## src/rtl/lif_dp.sv

```systemverilog
// Datapath for one fully-connected LIF layer: neuron counters, per-output membranes,
// saturating weighted accumulate with leak, fire decision and output spike vector.
module lif_dp #(
    parameter int                        N_IN       = 16,
    parameter int                        N_OUT      = 8,
    parameter int                        W_WIDTH    = 8,
    parameter int                        V_WIDTH    = 16,
    parameter logic signed [V_WIDTH-1:0] THRESH     = 16'sd256,
    parameter int                        LEAK_SHIFT = 4,
    parameter logic signed [V_WIDTH-1:0] V_RESET    = '0
) (
    input  logic                               clk,
    input  logic                               rst,
    input  logic                               mem_clr,
    input  logic                               clr_all,
    input  logic                               acc_init,
    input  logic                               acc_step,
    input  logic                               wr1,
    input  logic                               wr0,
    input  logic                               next_out,
    input  logic [N_IN-1:0]                    in_spikes,
    output logic [$clog2(N_IN*N_OUT)-1:0]      w_addr,
    input  logic signed [W_WIDTH-1:0]          w_data,
    output logic                               ini_last,
    output logic                               out_last,
    output logic                               fired,
    output logic [N_OUT-1:0]                   out_spikes,
    output logic                               out_valid
);

    localparam int IN_W   = (N_IN  > 1) ? $clog2(N_IN)  : 1;
    localparam int OUT_W  = (N_OUT > 1) ? $clog2(N_OUT) : 1;
    localparam int ADDR_W = $clog2(N_IN*N_OUT);

    localparam logic signed [V_WIDTH-1:0] V_MAX = {1'b0, {(V_WIDTH-1){1'b1}}};
    localparam logic signed [V_WIDTH-1:0] V_MIN = {1'b1, {(V_WIDTH-1){1'b0}}};

    logic [IN_W-1:0]            in_idx_q,  in_idx_d;
    logic [OUT_W-1:0]           out_idx_q, out_idx_d;
    logic signed [V_WIDTH-1:0]  acc_q,     acc_d;
    logic signed [V_WIDTH-1:0]  v_mem_q [N_OUT];
    logic signed [V_WIDTH-1:0]  v_mem_d [N_OUT];
    logic [N_OUT-1:0]           out_spikes_q, out_spikes_d;
    logic                       out_valid_q,  out_valid_d;

    logic do_mem_clr, do_clr_all, do_acc_init, do_acc_step;
    logic do_wr1, do_wr0, do_next_out;

    logic signed [V_WIDTH-1:0]  v_cur;
    logic signed [V_WIDTH-1:0]  v_leaked;
    logic signed [V_WIDTH:0]    acc_ext;
    logic signed [V_WIDTH:0]    w_ext;
    logic signed [V_WIDTH:0]    sum_wide;
    logic signed [V_WIDTH-1:0]  acc_sat;
    logic                       spike_sel;

    // Commands are nominally one-hot; collapse any overlap to the highest priority one.
    always_comb begin
        do_mem_clr  = mem_clr;
        do_clr_all  = !mem_clr && clr_all;
        do_acc_init = !mem_clr && !clr_all && acc_init;
        do_acc_step = !mem_clr && !clr_all && !acc_init && acc_step;
        do_wr1      = !mem_clr && !clr_all && !acc_init && !acc_step && wr1;
        do_wr0      = !mem_clr && !clr_all && !acc_init && !acc_step && !wr1 && wr0;
        do_next_out = !mem_clr && !clr_all && !acc_init && !acc_step && !wr1 && !wr0
                      && next_out;
    end

    assign ini_last  = (in_idx_q  == IN_W'(N_IN - 1));
    assign out_last  = (out_idx_q == OUT_W'(N_OUT - 1));
    assign w_addr    = ADDR_W'(out_idx_q) * ADDR_W'(N_IN) + ADDR_W'(in_idx_q);
    assign spike_sel = in_spikes[in_idx_q];
    assign fired     = (acc_q >= THRESH);

    assign v_cur = v_mem_q[out_idx_q];

    generate
        if (LEAK_SHIFT == 0) begin : g_no_leak
            assign v_leaked = v_cur;
        end else begin : g_leak
            assign v_leaked = v_cur - (v_cur >>> LEAK_SHIFT);
        end
    endgenerate

    // One guard bit is enough to detect overflow of a single signed add.
    assign acc_ext  = {acc_q[V_WIDTH-1], acc_q};
    assign w_ext    = {{(V_WIDTH+1-W_WIDTH){w_data[W_WIDTH-1]}}, w_data};
    assign sum_wide = acc_ext + w_ext;

    always_comb begin
        acc_sat = sum_wide[V_WIDTH-1:0];
        if (sum_wide[V_WIDTH] != sum_wide[V_WIDTH-1]) begin
            acc_sat = sum_wide[V_WIDTH] ? V_MIN : V_MAX;
        end
    end

    always_comb begin
        in_idx_d  = in_idx_q;
        out_idx_d = out_idx_q;
        if (do_clr_all) begin
            in_idx_d  = '0;
            out_idx_d = '0;
        end else if (do_acc_init) begin
            in_idx_d = '0;
        end else if (do_acc_step) begin
            in_idx_d = ini_last ? '0 : in_idx_q + IN_W'(1);
        end else if (do_next_out) begin
            out_idx_d = out_last ? '0 : out_idx_q + OUT_W'(1);
        end
    end

    always_comb begin
        acc_d = acc_q;
        if (do_acc_init) begin
            acc_d = v_leaked;
        end else if (do_acc_step && spike_sel) begin
            acc_d = acc_sat;
        end
    end

    // Membranes are only touched by mem_clr and the write-back commands, so they persist across passes.
    always_comb begin
        v_mem_d = v_mem_q;
        if (do_mem_clr) begin
            for (int i = 0; i < N_OUT; i++) begin
                v_mem_d[i] = '0;
            end
        end else if (do_wr1) begin
            v_mem_d[out_idx_q] = V_RESET;
        end else if (do_wr0) begin
            v_mem_d[out_idx_q] = acc_q;
        end
    end

    always_comb begin
        out_spikes_d = out_spikes_q;
        out_valid_d  = out_valid_q;
        if (do_clr_all) begin
            out_spikes_d = '0;
            out_valid_d  = 1'b0;
        end else if (do_wr1) begin
            out_spikes_d[out_idx_q] = 1'b1;
        end else if (do_wr0) begin
            out_spikes_d[out_idx_q] = 1'b0;
        end else if (do_next_out && out_last) begin
            out_valid_d = 1'b1;
        end
    end

    always_ff @(posedge clk) begin
        if (rst) begin
            in_idx_q     <= '0;
            out_idx_q    <= '0;
            acc_q        <= '0;
            out_spikes_q <= '0;
            out_valid_q  <= 1'b0;
            for (int i = 0; i < N_OUT; i++) begin
                v_mem_q[i] <= '0;
            end
        end else begin
            in_idx_q     <= in_idx_d;
            out_idx_q    <= out_idx_d;
            acc_q        <= acc_d;
            out_spikes_q <= out_spikes_d;
            out_valid_q  <= out_valid_d;
            for (int i = 0; i < N_OUT; i++) begin
                v_mem_q[i] <= v_mem_d[i];
            end
        end
    end

    assign out_spikes = out_spikes_q;
    assign out_valid  = out_valid_q;

endmodule

```

## config.mk

```make
export PLATFORM = sky130hd
export DESIGN_NAME = lif_dp
export DESIGN_NICKNAME = d
export VERILOG_FILES = /design/src/rtl/lif_dp.sv
export SDC_FILE = /design/constraint.sdc
export NUM_CORES = 1
export LEC_CHECK = 0
export CAP_MARGIN = 20
export CORE_MARGIN = 5
export CORE_UTILIZATION = 45
export DETAILED_ROUTE_END_ITERATION = 6
export PLACE_DENSITY_LB_ADDON = 0.08
export SYNTH_ARGS = -nofsm -noshare
export SYNTH_HDL_FRONTEND = slang
export SYNTH_SLANG_ARGS = --single-unit
```

## constraint.sdc

```tcl
create_clock -name clk -period 4.4 [get_ports clk]
set_clock_uncertainty 0.1 [all_clocks]
set_input_delay 0.88 -clock clk [delete_from_list [all_inputs] [get_ports clk]]
set_output_delay 0.88 -clock clk [all_outputs]
set_load 0.05 [all_outputs]
```

* Word level (Yosys, flattened, before mapping)
Index checks and enable logic that the tools add are counted.
** Cells by class
- Add/sub/neg operators :: 5
- Magnitude comparators :: 6
- Equality and inequality tests :: 3
- Muxes and demuxes :: 20
- Bitwise gates (word level) :: 10
- Reductions and logical operators :: 28
** Operators by type and width (number)
- 128-bit two-way mux :: 2
- 128-bit bitwise AND :: 1
- 128-bit bitwise mux :: 1
- 128-bit NOT :: 1
- 16-bit two-way mux :: 7
- 16-bit binary-select mux with 3-bit select :: 1
- 16-bit demux with 3-bit select :: 1
- 16-bit by 8-bit adder with 17-bit output :: 1
- 16-bit by 10-bit >= comparator with 1-bit output (second input constant) :: 1
- 8-bit two-way mux :: 2
- 16-bit by 12-bit subtractor with 16-bit output :: 1
- 1-bit logical AND :: 15
- 8-bit bitwise AND :: 1
- 8-bit NOT :: 1
- 8-bit OR :: 1
- 7-bit by 4-bit adder with 7-bit output :: 1
- 1-bit zero test :: 6
- 3-bit AND reduction :: 2
- 4-bit by 5-bit less-than comparator with 1-bit output (second input constant) :: 1
- 4-bit by 1-bit adder with 4-bit output (second input constant) :: 1
- 1-bit binary-select mux with 4-bit select :: 1
- 4-bit == test (second input constant) :: 1
- 4-bit >= comparator (second input constant) :: 1
- 3-bit by 4-bit less-than comparator with 1-bit output (second input constant) :: 1
- 14 further kinds :: 20
** Storage, ports and cells
- Register bits after elaboration :: 160
- Input bits :: 33
- Output and inout port bits :: 19
- Word-level logic and storage cells :: 85

* Depth between registers and ports, before layout
Gate-level depths: netlist of run 1.
- Depth after elaboration :: 9
- Gate-level depth with buffers :: 17
- Mapped depth without buffers :: 15

* Worst setup path after synthesis of run 1
Ideal clock, no wire load.
- Path type :: reg-to-reg
- From :: register out_idx_q[2]
- To :: register acc_q[14]
- Library setup time :: 87 ps
- Arrival :: 4059 ps
- Data required time :: 4213 ps
- Slack :: 155 ps
- Stages on the path, launching flop included :: 17
- Path buffers :: 2
- Clock period less this slack :: 4245 ps
- Cell sequence :: dfxtp_1 -> clkbuf_1 -> nor3b_1 -> clkbuf_1 -> a22oi_1 -> nand4_1 -> ha_1 -> inv_1 -> fa_1 -> a211oi_1 -> o211ai_1 -> a311oi_1 -> o21bai_1 -> a21oi_1 -> o21ai_0 -> xnor2_1 -> a221oi_2
** Between the ends
- Word-level cells in the longest chain between the ends :: 6
** RTL lines
- start, declared :: RTL line 39 : logic [OUT_W-1:0] out_idx_q, out_idx_d;
- start signal, assigned :: RTL line 162 : out_idx_q <= out_idx_d;
- 3-bit NOT with 4-bit output (implied by the code) :: RTL line 75 : assign v_cur = v_mem_q[out_idx_q];
- 16-bit binary-select mux with 3-bit select :: RTL line 75
- 16-bit two-way mux (implied by the code) (2 in series) :: RTL line 75
- 16-bit by 12-bit subtractor with 16-bit output :: RTL line 81 : assign v_leaked = v_cur - (v_cur >>> LEAK_SHIFT);
- 16-bit two-way mux :: RTL line 114 : if (do_acc_init) begin
- end signal, assigned :: RTL line 154 : acc_q <= '0;
- end signal, assigned :: RTL line 163 : acc_q <= acc_d;
- end, declared :: RTL line 40 : logic signed [V_WIDTH-1:0] acc_q, acc_d;
Every way passes these cells. The select of a mux whose other input is x is not followed.
A chain may end at the register's enable or synchronous reset.

* Final worst setup path of run 1
- From :: register out_idx_q[0]
- To :: register acc_q[14]
Same word-level chain as after synthesis.

==> run metrics, run 1 <==
CP Capture Type=register; Synth Area per Inst=7.73 um2; Port Buffers=51; GR Layer Usage met2=0.376; Final min period=about 4000 ps; die height=between 100 and 150 um; layout cells sized above 1=0.0802; Mapped Cells=around 1100; critical path type=reg -> reg; GP Congestion=0.895; Worst-Margin Slew=944 ps; max-capacitance violation count=0; post-synthesis sequential area ratio=0.394; initial antenna violation count=0; Die X-Extent=about 140 um; CP arrival=roughly 4200 ps; total power=between 3000 and 4000 uW; largest net degree at the start of global routing=slightly above 50; ys async rst share=0; # DRC=0; Seq cells post-synth=160; diode count=0; Syn-to-layout area delta=17.4%; Ys Warns=0; vias post-DR=7308; root buffer cell=clkbuf_16; Power Density=343 mW/mm2; I/O pins=52; Final period util=0.907; area of the multi-input gates=about 0.0046 mm2; DR pass1 iterations=5; drt wl/cell=about 18 um; status=completed; initial DRC count=approximately 470; CTS Buf Count=17; Post-CTS Hold Fix Bufs=0; synthesized area=around 0.0081 mm2; CP max FO=12; Setup violations, final=0; met3 Track Usage GR=0.0394; clock transition at the registers of the reported paths=~60 ps; Synth Flop Type=dfxtp_1; CTS Buffer Depth=2; worst hold path type=reg -> reg; # fillers=1719; Pleak=0.00345 uW; WP data required=4650 ps; Syn Nets=about 1100; Layout Cells excl Fill=about 1300; postcts setup bufs=0; Final Hold Fails=0; Post-Route WL=about 24000 um; fin. max-slew vios=0; setup slack after layout=about 410 ps; Highest Clock Rate=251 MHz; Inst Count DP=1295; CTS tree=done; sequential cell area=around 0.0032 mm2; Die Area=0.0208 mm2; Post-synth EDFFs=0; DRT antenna net count=0; Clock Latency Late Sink=430 ps; vias in the first global route=about 7000; Worst IR Drop VDD=about 0.00023 V; RSZ-0062 raised after global routing=false; grt total ovfl=0; first-pass GRT wire length=38200 um; startpoint types=register; Unique masters post-synth=63; htree depth=4; pre-CTS setup slack=approximately 400 ps; DR vias/cell=roughly 5.5; max_slew headroom=0.369; Core ar.=around 0.018 mm2; All-Layer GR Usage=0.235; final net count=1154; final setup TNS=0 ps; routing usage on met1=0.330; global routing's busiest layer=met2; clock sinks=160; standard-cell rows=between 40 and 50; starting density of the core=0.455; CTS resizes=0; HPWL Detailed=approximately 17000 um
==> state kept, by name, indices dropped and copies added, names as in the netlist, named ones only <==
name / cells
out_idx_q: 3
v_mem_q: 128
acc_q: 16
in_idx_q: 4
out_valid: 1
==> critical path, stage by stage (launching register included) <==
cell and delay, ps:
dfxtp_1 430, nor3b_2 760, a22oi_1 190, and4_1 290, fa_1 490, a211oi_1 270, o211ai_1 170, a311oi_1 400
o21bai_1 100, a21oi_1 220, o21ai_0 150, xnor2_1 150, a221oi_2 200
==> placed cells by master (no fill, tap or decap), types with 3 or more instances in the layout <==
| cell type | instances |
|---|---|
| nor2_1 | 297 |
| a21oi_1 | 171 |
| dfxtp_1 | 160 |
| a22oi_1 | 61 |
| nand2_1 | 55 |
| clkdlybuf4s50_1 | 51 |
| ha_1 | 34 |
| buf_4 | 28 |
| inv_1 | 22 |
| xnor2_1 | 17 |
| clkbuf_16 | 17 |
| o21ai_0 | 13 |
| a211oi_1 | 11 |
| and4_1 | 10 |
| and3_1 | 7 |
| nor3_1 | 7 |
| a21o_1 | 7 |
| nand2b_1 | 7 |
| nand3_1 | 6 |
| xor2_1 | 6 |
| nand4_1 | 5 |
| and2_1 | 5 |
| o22ai_1 | 5 |
| mux4_2 | 4 |
| nor2b_1 | 4 |
| o21bai_1 | 4 |
| o211ai_1 | 4 |
| o31ai_1 | 4 |
| o21a_1 | 4 |
| inv_6 | 4 |
| nor3b_2 | 3 |
| a22o_1 | 3 |
| nor4_1 | 3 |
| a21oi_2 | 3 |
| bufinv_16 | 3 |
| clkinv_4 | 3 |
==> cell type report <==
class,instances,share of cell area
Tap cell,229,0.0300
Timing Repair Buffer,81,0.0797
Multi-Input combinational cell,803,0.481
Clock inverter,13,0.0186
Sequential cell,160,0.336
Inverter,22,0.00865
Clock buffer,18,0.0460
==> metal layers <==
metal | up-vias | share of wire
li1 | 3744 | -
met1 | 3363 | 0.48
met2 | 179 | 0.45
met3 | 22 | 0.050
met4 | 0 | 0.013
met5 | - | 0
==> final timing paths <==
check,start,slack [ps],end,cells after the start
worst min-delay path,out_valid,370,out_valid,2
worst max register to register,out_idx_q[0],410,acc_q[14],12
worst min register to register,out_valid,370,out_valid,2
worst max-delay path,out_idx_q[0],410,acc_q[14],12
==> logic make-up (layout without fill, tap and decap cells) <==
| kind of cell | count (synthesis) | after routing | synth area share |
|---|---|---|---|
| AND/OR/NAND/NOR | 421 | 421 | 0.220 |
| AO/OA/AOI/OAI | 315 | 315 | 0.243 |
| flip-flops | 160 | 160 | 0.394 |
| buffers and inverters | 88 | 134 | 0.0433 |
| adder cells (fa/ha/maj) | 36 | 36 | 0.0573 |
| XOR/XNOR | 24 | 24 | 0.0268 |
| multiplexers | 7 | 7 | 0.0149 |
==> report_power, final <==
group          total (uW)  internal (uW)  switching [uW]
registers            1470           1460            13.5
logic                 256            102             153
clock network        1540            918             625
total                3270           2480             792
==> stage by stage <==
stage	instance area (um2)	hold WS [ps]	utilization
5_1_grt	9540	389	0.535
4_1_cts	9540	378	0.535
3_5_place_dp	8920	360	0.500
3_3_place_gp	8920	350	0.500
2_1_floorplan	8120	355	-
6_report	9540	370	0.535
==> Yosys cell counts, types with 3 or more instances <==
| cell | count | area share |
|---|---|---|
| nor3b_1 | 4 | 0.0037 |
| nor2b_1 | 4 | 0.0031 |
| o21a_1 | 4 | 0.0037 |
| a21o_1 | 7 | 0.0065 |
| xor2_1 | 6 | 0.0065 |
| nor4_1 | 3 | 0.0023 |
| nor3_1 | 8 | 0.0049 |
| o22ai_1 | 5 | 0.0039 |
| nand2_1 | 55 | 0.025 |
| a21oi_2 | 3 | 0.0032 |
| ha_1 | 34 | 0.052 |
| o211ai_1 | 4 | 0.0037 |
| and3_1 | 7 | 0.0054 |
| nand4_1 | 5 | 0.0039 |
| o21bai_1 | 4 | 0.0037 |
| nand3_1 | 6 | 0.0037 |
| and2_1 | 5 | 0.0039 |
| nand2b_1 | 7 | 0.0054 |
| and4_1 | 10 | 0.011 |
| a22oi_1 | 61 | 0.056 |
| clkbuf_1 | 59 | 0.027 |
| buf_2 | 5 | 0.0031 |
| o31ai_1 | 4 | 0.0037 |
| dfxtp_1 | 160 | 0.39 |
| a21oi_1 | 171 | 0.11 |
| mux4_2 | 4 | 0.011 |
| nor2_1 | 297 | 0.14 |
| inv_1 | 22 | 0.010 |
| xnor2_1 | 17 | 0.018 |
| a211oi_1 | 11 | 0.010 |
| a22o_1 | 3 | 0.0032 |
| o21ai_0 | 13 | 0.0080 |
Power figures use the tool's default switching activity.
==> run 2, diff against run 1 <==
- CAP_MARGIN: 20 -> 40
- clock period: 4.4 -> 4.43 ns (I/O delays scaled with it)
==> run 2 against run 1 <==
  * Die area did not move
  * Via count rose by 1.1%
  * Clock-buffer cell count rose by 3
  * First-iteration DRC count rose by 17%
  * Worst hold slack barely moved
  * Register-to-register slack improved by 150 ps
  * Highest routed layer unchanged
  * Combinational power fell by 2%
  * Sequential power barely moved
  * Largest cell class unchanged
  * Final area rose by 0.17%
  * Worst setup slack improved by 150 ps
==> run metrics, run 2 (synthesized netlist as in run 1, its figures left out) <==
combinational share of power=0.078 (about the same); worst r2r src=out_idx_q[0] (unchanged); Final Hold Fails=0 (unchanged); layout cells sized above 1=0.0785 (was 0.0802); most flop-heavy register=v_mem_q (unchanged); htree depth=4 (unchanged); CP Capture Type=register (unchanged); root buffer cell=clkbuf_16 (unchanged); Pleak=0.00345 uW (about the same); I/O pins=52 (unchanged); RSZ-0062 raised after global routing=false (unchanged); CP arrival=4110 ps (was 4240 ps); max reg flops=128 (unchanged); net switching power=741 uW (was 792 uW); Clock Latency Late Sink=420 ps (was 430 ps); die height=144 um (unchanged); Buf+Inv Stages, Crit Path=1 (was 0); CP max stage delay=650 ps (was 760 ps); starting density of the core=0.455 (unchanged); clock sinks=160 (unchanged); vias in the first global route=6913 (was 6992); Core ar.=0.0178 mm2 (unchanged); All-Layer GR Usage=0.232 (was 0.235); max-capacitance violation count=0 (unchanged); first-pass GRT wire length=37800 um (was 38200 um); worst hold path type=reg -> reg (unchanged); HPWL Detailed=16200 um (was 16800 um); Die X-Extent=144 um (unchanged); DR vias/cell=5.58 (was 5.51); Syn-to-layout area delta=17.6% (was 17.4%); Final min period=3870 ps (was 3990 ps); Highest Clock Rate=258 MHz (was 251 MHz); Port Buffers=51 (unchanged); clock power share=0.472 (about the same); drt wl/cell=17.8 um (about the same); CTS tree=done (unchanged); Flop pwr share=0.450 (about the same); CP max-delay cell=nor3b_2 (unchanged); WP data required=4670 ps (was 4650 ps); # fillers=1742 (was 1719); most frequent cells in the layout=297 x nor2_1, 171 x a21oi_1, 158 x dfxtp_1 (was 297 x nor2_1, 171 x a21oi_1, 160 x dfxtp_1); worst-path cell chain=nor3b_2 > a22oi_1 > nand4_1 > ha_1 > inv_1 > fa_1 > a211oi_1 > o211ai_1 > a311oi_1 > o21bai_1 > a21oi_1 > o21ai_0 > xnor2_1 > a221oi_2 (was nor3b_2 > a22oi_1 > and4_1 > fa_1 > a211oi_1 > o211ai_1 > a311oi_1 > o21bai_1 > a21oi_1 > o21ai_0 > xnor2_1 > a221oi_2); biggest regs=v_mem_q (128), acc_q (16), in_idx_q (4) (unchanged); fin util=0.536 (was 0.535); Crit path max-delay family=compound AO/OA/AOI/OAI gates (unchanged); largest net degree at the start of global routing=49 (was 51); CP max FO=12 (unchanged); CTS Buffer Depth=2 (unchanged); Post-Route WL=23600 um (about the same); grt total ovfl=0 (unchanged); commonest non-fill, non-tap cell in the layout=nor2_1 (unchanged); Power Density=339 mW/mm2 (was 343 mW/mm2); initial DRC count=552 (was 471); Worst IR Drop VDD=0.000205 V (was 0.000231 V); Worst setup startpoint=out_idx_q[0] (unchanged); Die Area=0.0208 mm2 (unchanged); Worst Hold Launch=out_valid (unchanged); Worst-Margin Slew=734 ps (was 944 ps); standard-cell rows=49 (unchanged); fin. max-slew vios=0 (unchanged); internal power=2500 uW (was 2480 uW); critical path type=reg -> reg (unchanged); GP Congestion=0.906 (was 0.895); diode count=0 (unchanged); CTS Buf Count=17 (unchanged); DRT antenna net count=0 (unchanged); Setup violations, final=0 (unchanged); Final period util=0.874 (was 0.907); sw frac=0.228 (was 0.242); clock transition at the registers of the reported paths=60 ps (about the same); final net count=1152 (was 1154); status=completed (unchanged); vias post-DR=7388 (was 7308); # DRC=0 (unchanged); DR pass1 iterations=5 (unchanged); final setup TNS=0 ps (unchanged); startpoint types=register (unchanged); initial antenna violation count=0 (unchanged); max_slew headroom=0.508 (was 0.369)
## run 2: timing repair
action / CTS / global route
hold buffers: 0 / 0
gates resized for setup: 0 / 3
setup buffers: 0 / 0
endpoints found under the setup margin: 0 / 2
## run 2: final cells by class
cell class | count | area, um2 | share of cell area
Clock inverter | 10 | 161 | 0.0169
Tap cell | 229 | 287 | 0.0300
Sequential cell | 160 | 3210 | 0.335
Timing Repair Buffer | 79 | 778 | 0.0814
Multi-Input combinational cell | 803 | 4590 | 0.481
Clock buffer | 21 | 450 | 0.0471
Inverter | 22 | 82.6 | 0.00864
## run 2: metrics by stage
step	hold WS (ps)	total power (uW)	instances	cell area, um2	setup WS [ps]
3_5_place_dp	357	1740	1293	8940	434
4_1_cts	373	3280	1324	9550	454
3_3_place_gp	353	1740	1292	8930	494
5_1_grt	412	3370	1324	9560	35.4
6_report	370	3240	1324	9560	560
2_1_floorplan	355	1660	1051	8120	185
## run 2: layer usage
metal | vias up | track usage | share of wire
li1 | 3721 | - | -
met1 | 3457 | 0.321 | 0.47
met2 | 190 | 0.381 | 0.46
met3 | 20 | 0.0354 | 0.058
met4 | 0 | 0.0574 | 0.011
met5 | - | 0 | 0
## run 2: power groups by stage
| stage | Sequential, uW | Clock (uW) | Combinational [uW] |
|---|---|---|---|
| finish | 1460 | 1530 | 252 |
| global route | 1460 | 1620 | 279 |
| CTS | 1460 | 1560 | 253 |
| detailed placement | 1490 | 0 | 250 |
| global placement | 1490 | 0 | 251 |
| floorplan | 1490 | 0 | 171 |
## run 2: worst min-delay path: cells and delay by family (launching register included)
kind	cells	cell delay, ps
compound gates	1	40
flops	1	330
simple gates	1	70
## run 2: path summary, 6_finish.rpt
check / slack [ps] / to / cells past startpoint
setup / recovery: 560 / acc_q[14] / 14
hold / removal: 370 / out_valid / 2
setup reg to reg: 560 / acc_q[14] / 14
hold reg to reg: 370 / out_valid / 2
==> run 3, diff against run 2 <==
- CORE_UTILIZATION: 45 -> 24
==> run 3 against run 2 <==
  * Combinational power is 4% higher
  * Largest power group unchanged
  * Sequential share of layout area is 0.98 points lower
  * Critical path type unchanged
  * Clock power is 3% lower
  * Sequential power hardly changed
==> run metrics, run 3 (synthesized netlist as in run 1, its figures left out) <==
standard-cell rows=67 (was 49); Clock Latency Late Sink=440 ps (was 420 ps); max-capacitance violation count=0 (unchanged); max_slew headroom=0.547 (was 0.508); sequential cell area=0.00320 mm2 (was 0.00321 mm2); Final Hold Fails=0 (unchanged); Final period util=0.874 (about the same); vias in the first global route=7110 (was 6913); sw frac=0.257 (was 0.228); critical path type=reg -> reg (unchanged); CTS resizes=0 (unchanged); grt total ovfl=0 (unchanged); htree depth=4 (unchanged); net switching power=827 uW (was 741 uW); clock power share=0.464 (was 0.472); first-pass GRT wire length=43700 um (was 37800 um); status=completed (unchanged); worst hold path type=reg -> reg (unchanged); final net count=1159 (was 1152); commonest non-fill, non-tap cell in the layout=nor2_1 (unchanged); most frequent cells in the layout=297 x nor2_1, 171 x a21oi_1, 160 x dfxtp_1 (was 297 x nor2_1, 171 x a21oi_1, 158 x dfxtp_1); layout cells sized above 1=0.0843 (was 0.0785); I/O pins=52 (unchanged); # DRC=0 (unchanged); internal power=2390 uW (was 2500 uW); diode count=0 (unchanged); RSZ-0062 raised after global routing=false (unchanged); max reg flops=128 (unchanged); All-Layer GR Usage=0.148 (was 0.232); Port Buffers=51 (unchanged); combinational share of power=0.082 (was 0.078); final setup TNS=0 ps (unchanged); Worst-Margin Slew=678 ps (was 734 ps); Worst IR Drop VDD=0.000183 V (was 0.000205 V); starting density of the core=0.243 (was 0.455); vias post-DR=7262 (was 7388); CTS Buffer Depth=2 (unchanged); Highest Clock Rate=258 MHz (about the same); GP Congestion=0.773 (was 0.906); Hold Slack=384 ps (was 370 ps); startpoint types=register (unchanged); HPWL Detailed=19600 um (was 16200 um); Die Area=0.0376 mm2 (was 0.0208 mm2); Final min period=3870 ps (about the same); CTS Buf Count=17 (unchanged); DR vias/cell=4.68 (was 5.58); Core ar.=0.0334 mm2 (was 0.0178 mm2); biggest regs=v_mem_q (128), acc_q (16), in_idx_q (4) (unchanged); clock sinks=160 (unchanged); initial DRC count=442 (was 552); Power Density=327 mW/mm2 (was 339 mW/mm2); CP Capture Type=register (unchanged); # fillers=3632 (was 1742); CP arrival=4120 ps (was 4110 ps); area of the multi-input gates=0.00459 mm2 (about the same); DRT antenna net count=0 (unchanged); fin. max-slew vios=0 (unchanged); clock transition at the registers of the reported paths=70 ps (was 60 ps); Setup violations, final=0 (unchanged); DR pass1 iterations=5 (unchanged); drt wl/cell=17.9 um (was 17.8 um); CP max FO=10 (was 12); Die X-Extent=194 um (was 144 um); root buffer cell=clkbuf_16 (unchanged); Post-Route WL=27800 um (was 23600 um); Flop pwr share=0.454 (was 0.450); die height=194 um (was 144 um); Post-CTS Hold Fix Bufs=0 (unchanged); postcts setup bufs=0 (unchanged); Syn-to-layout area delta=21.1% (was 17.6%); Pleak=0.00345 uW (about the same); largest net degree at the start of global routing=63 (was 49); initial antenna violation count=0 (unchanged); CTS tree=done (unchanged); most flop-heavy register=v_mem_q (unchanged); WP data required=4680 ps (was 4670 ps)
run 3: changes by cell type in the layout (fill, tap and decap cells not counted), sizes merged:
cell	before	now
clkinv	6	5
clkinvlp	0	4
inv	22	25
buf	28	35
bufinv	4	2
clkbuf	21	18
run 3: through the flow:
stage	std cells	utilization	power, uW	setup slack (ps)	area (um2)
6_report	1551	0.294	3210	558	9840
5_1_grt	1551	0.294	3360	217	9840
4_1_cts	1551	0.294	3270	516	9840
3_5_place_dp	1519	0.277	1760	401	9250
3_3_place_gp	1519	0.277	1760	474	9250
2_1_floorplan	1051	-	1660	185	8120
run 3: final timing paths:
kind | startpoint | endpoint | slack (ps) | cells after the start
worst max register to register | out_idx_q[0] | acc_q[14] | 560 | 15
worst min register to register | register | register | 380 | 2
worst min-delay path | register | register | 380 | 2
worst max-delay path | out_idx_q[0] | acc_q[14] | 560 | 15
run 3: power by group through the flow:
stage / Sequential (uW) / Clock, uW / Combinational (uW)
global route: 1460 / 1610 / 293
finish: 1460 / 1490 / 262
detailed placement: 1490 / 0 / 265
floorplan: 1490 / 0 / 171
CTS: 1460 / 1540 / 267
global placement: 1490 / 0 / 269
run 3: critical path, cell delays in order (launching register included):
cell	delay, ps
dfxtp_1	510
and3b_1	360
buf_12	220
a221oi_1	220
and3_1	210
ha_1	160
inv_1	50
fa_1	390
a211oi_1	290
o211ai_1	180
a311oi_1	340
o21bai_1	110
a21oi_1	180
o21ai_0	130
xnor2_1	150
a221oi_2	200
run 3: area by class of cell:
type / instances / share of cell area
multi-input cells: 803 / 0.467
flip-flops and latches: 160 / 0.326
repair buffers: 86 / 0.0824
well taps: 448 / 0.0570
clock buffers: 18 / 0.0436
clock inverters: 14 / 0.0162
inverters: 22 / 0.00839
run 3: layer usage:
metal	wire length [um]	vias to the layer above	global-route usage
met5	0	-	0
met4	216	0	0.0320
met3	629	14	0.0242
met2	12600	100	0.236
met1	14400	3401	0.211
li1	-	3747	-
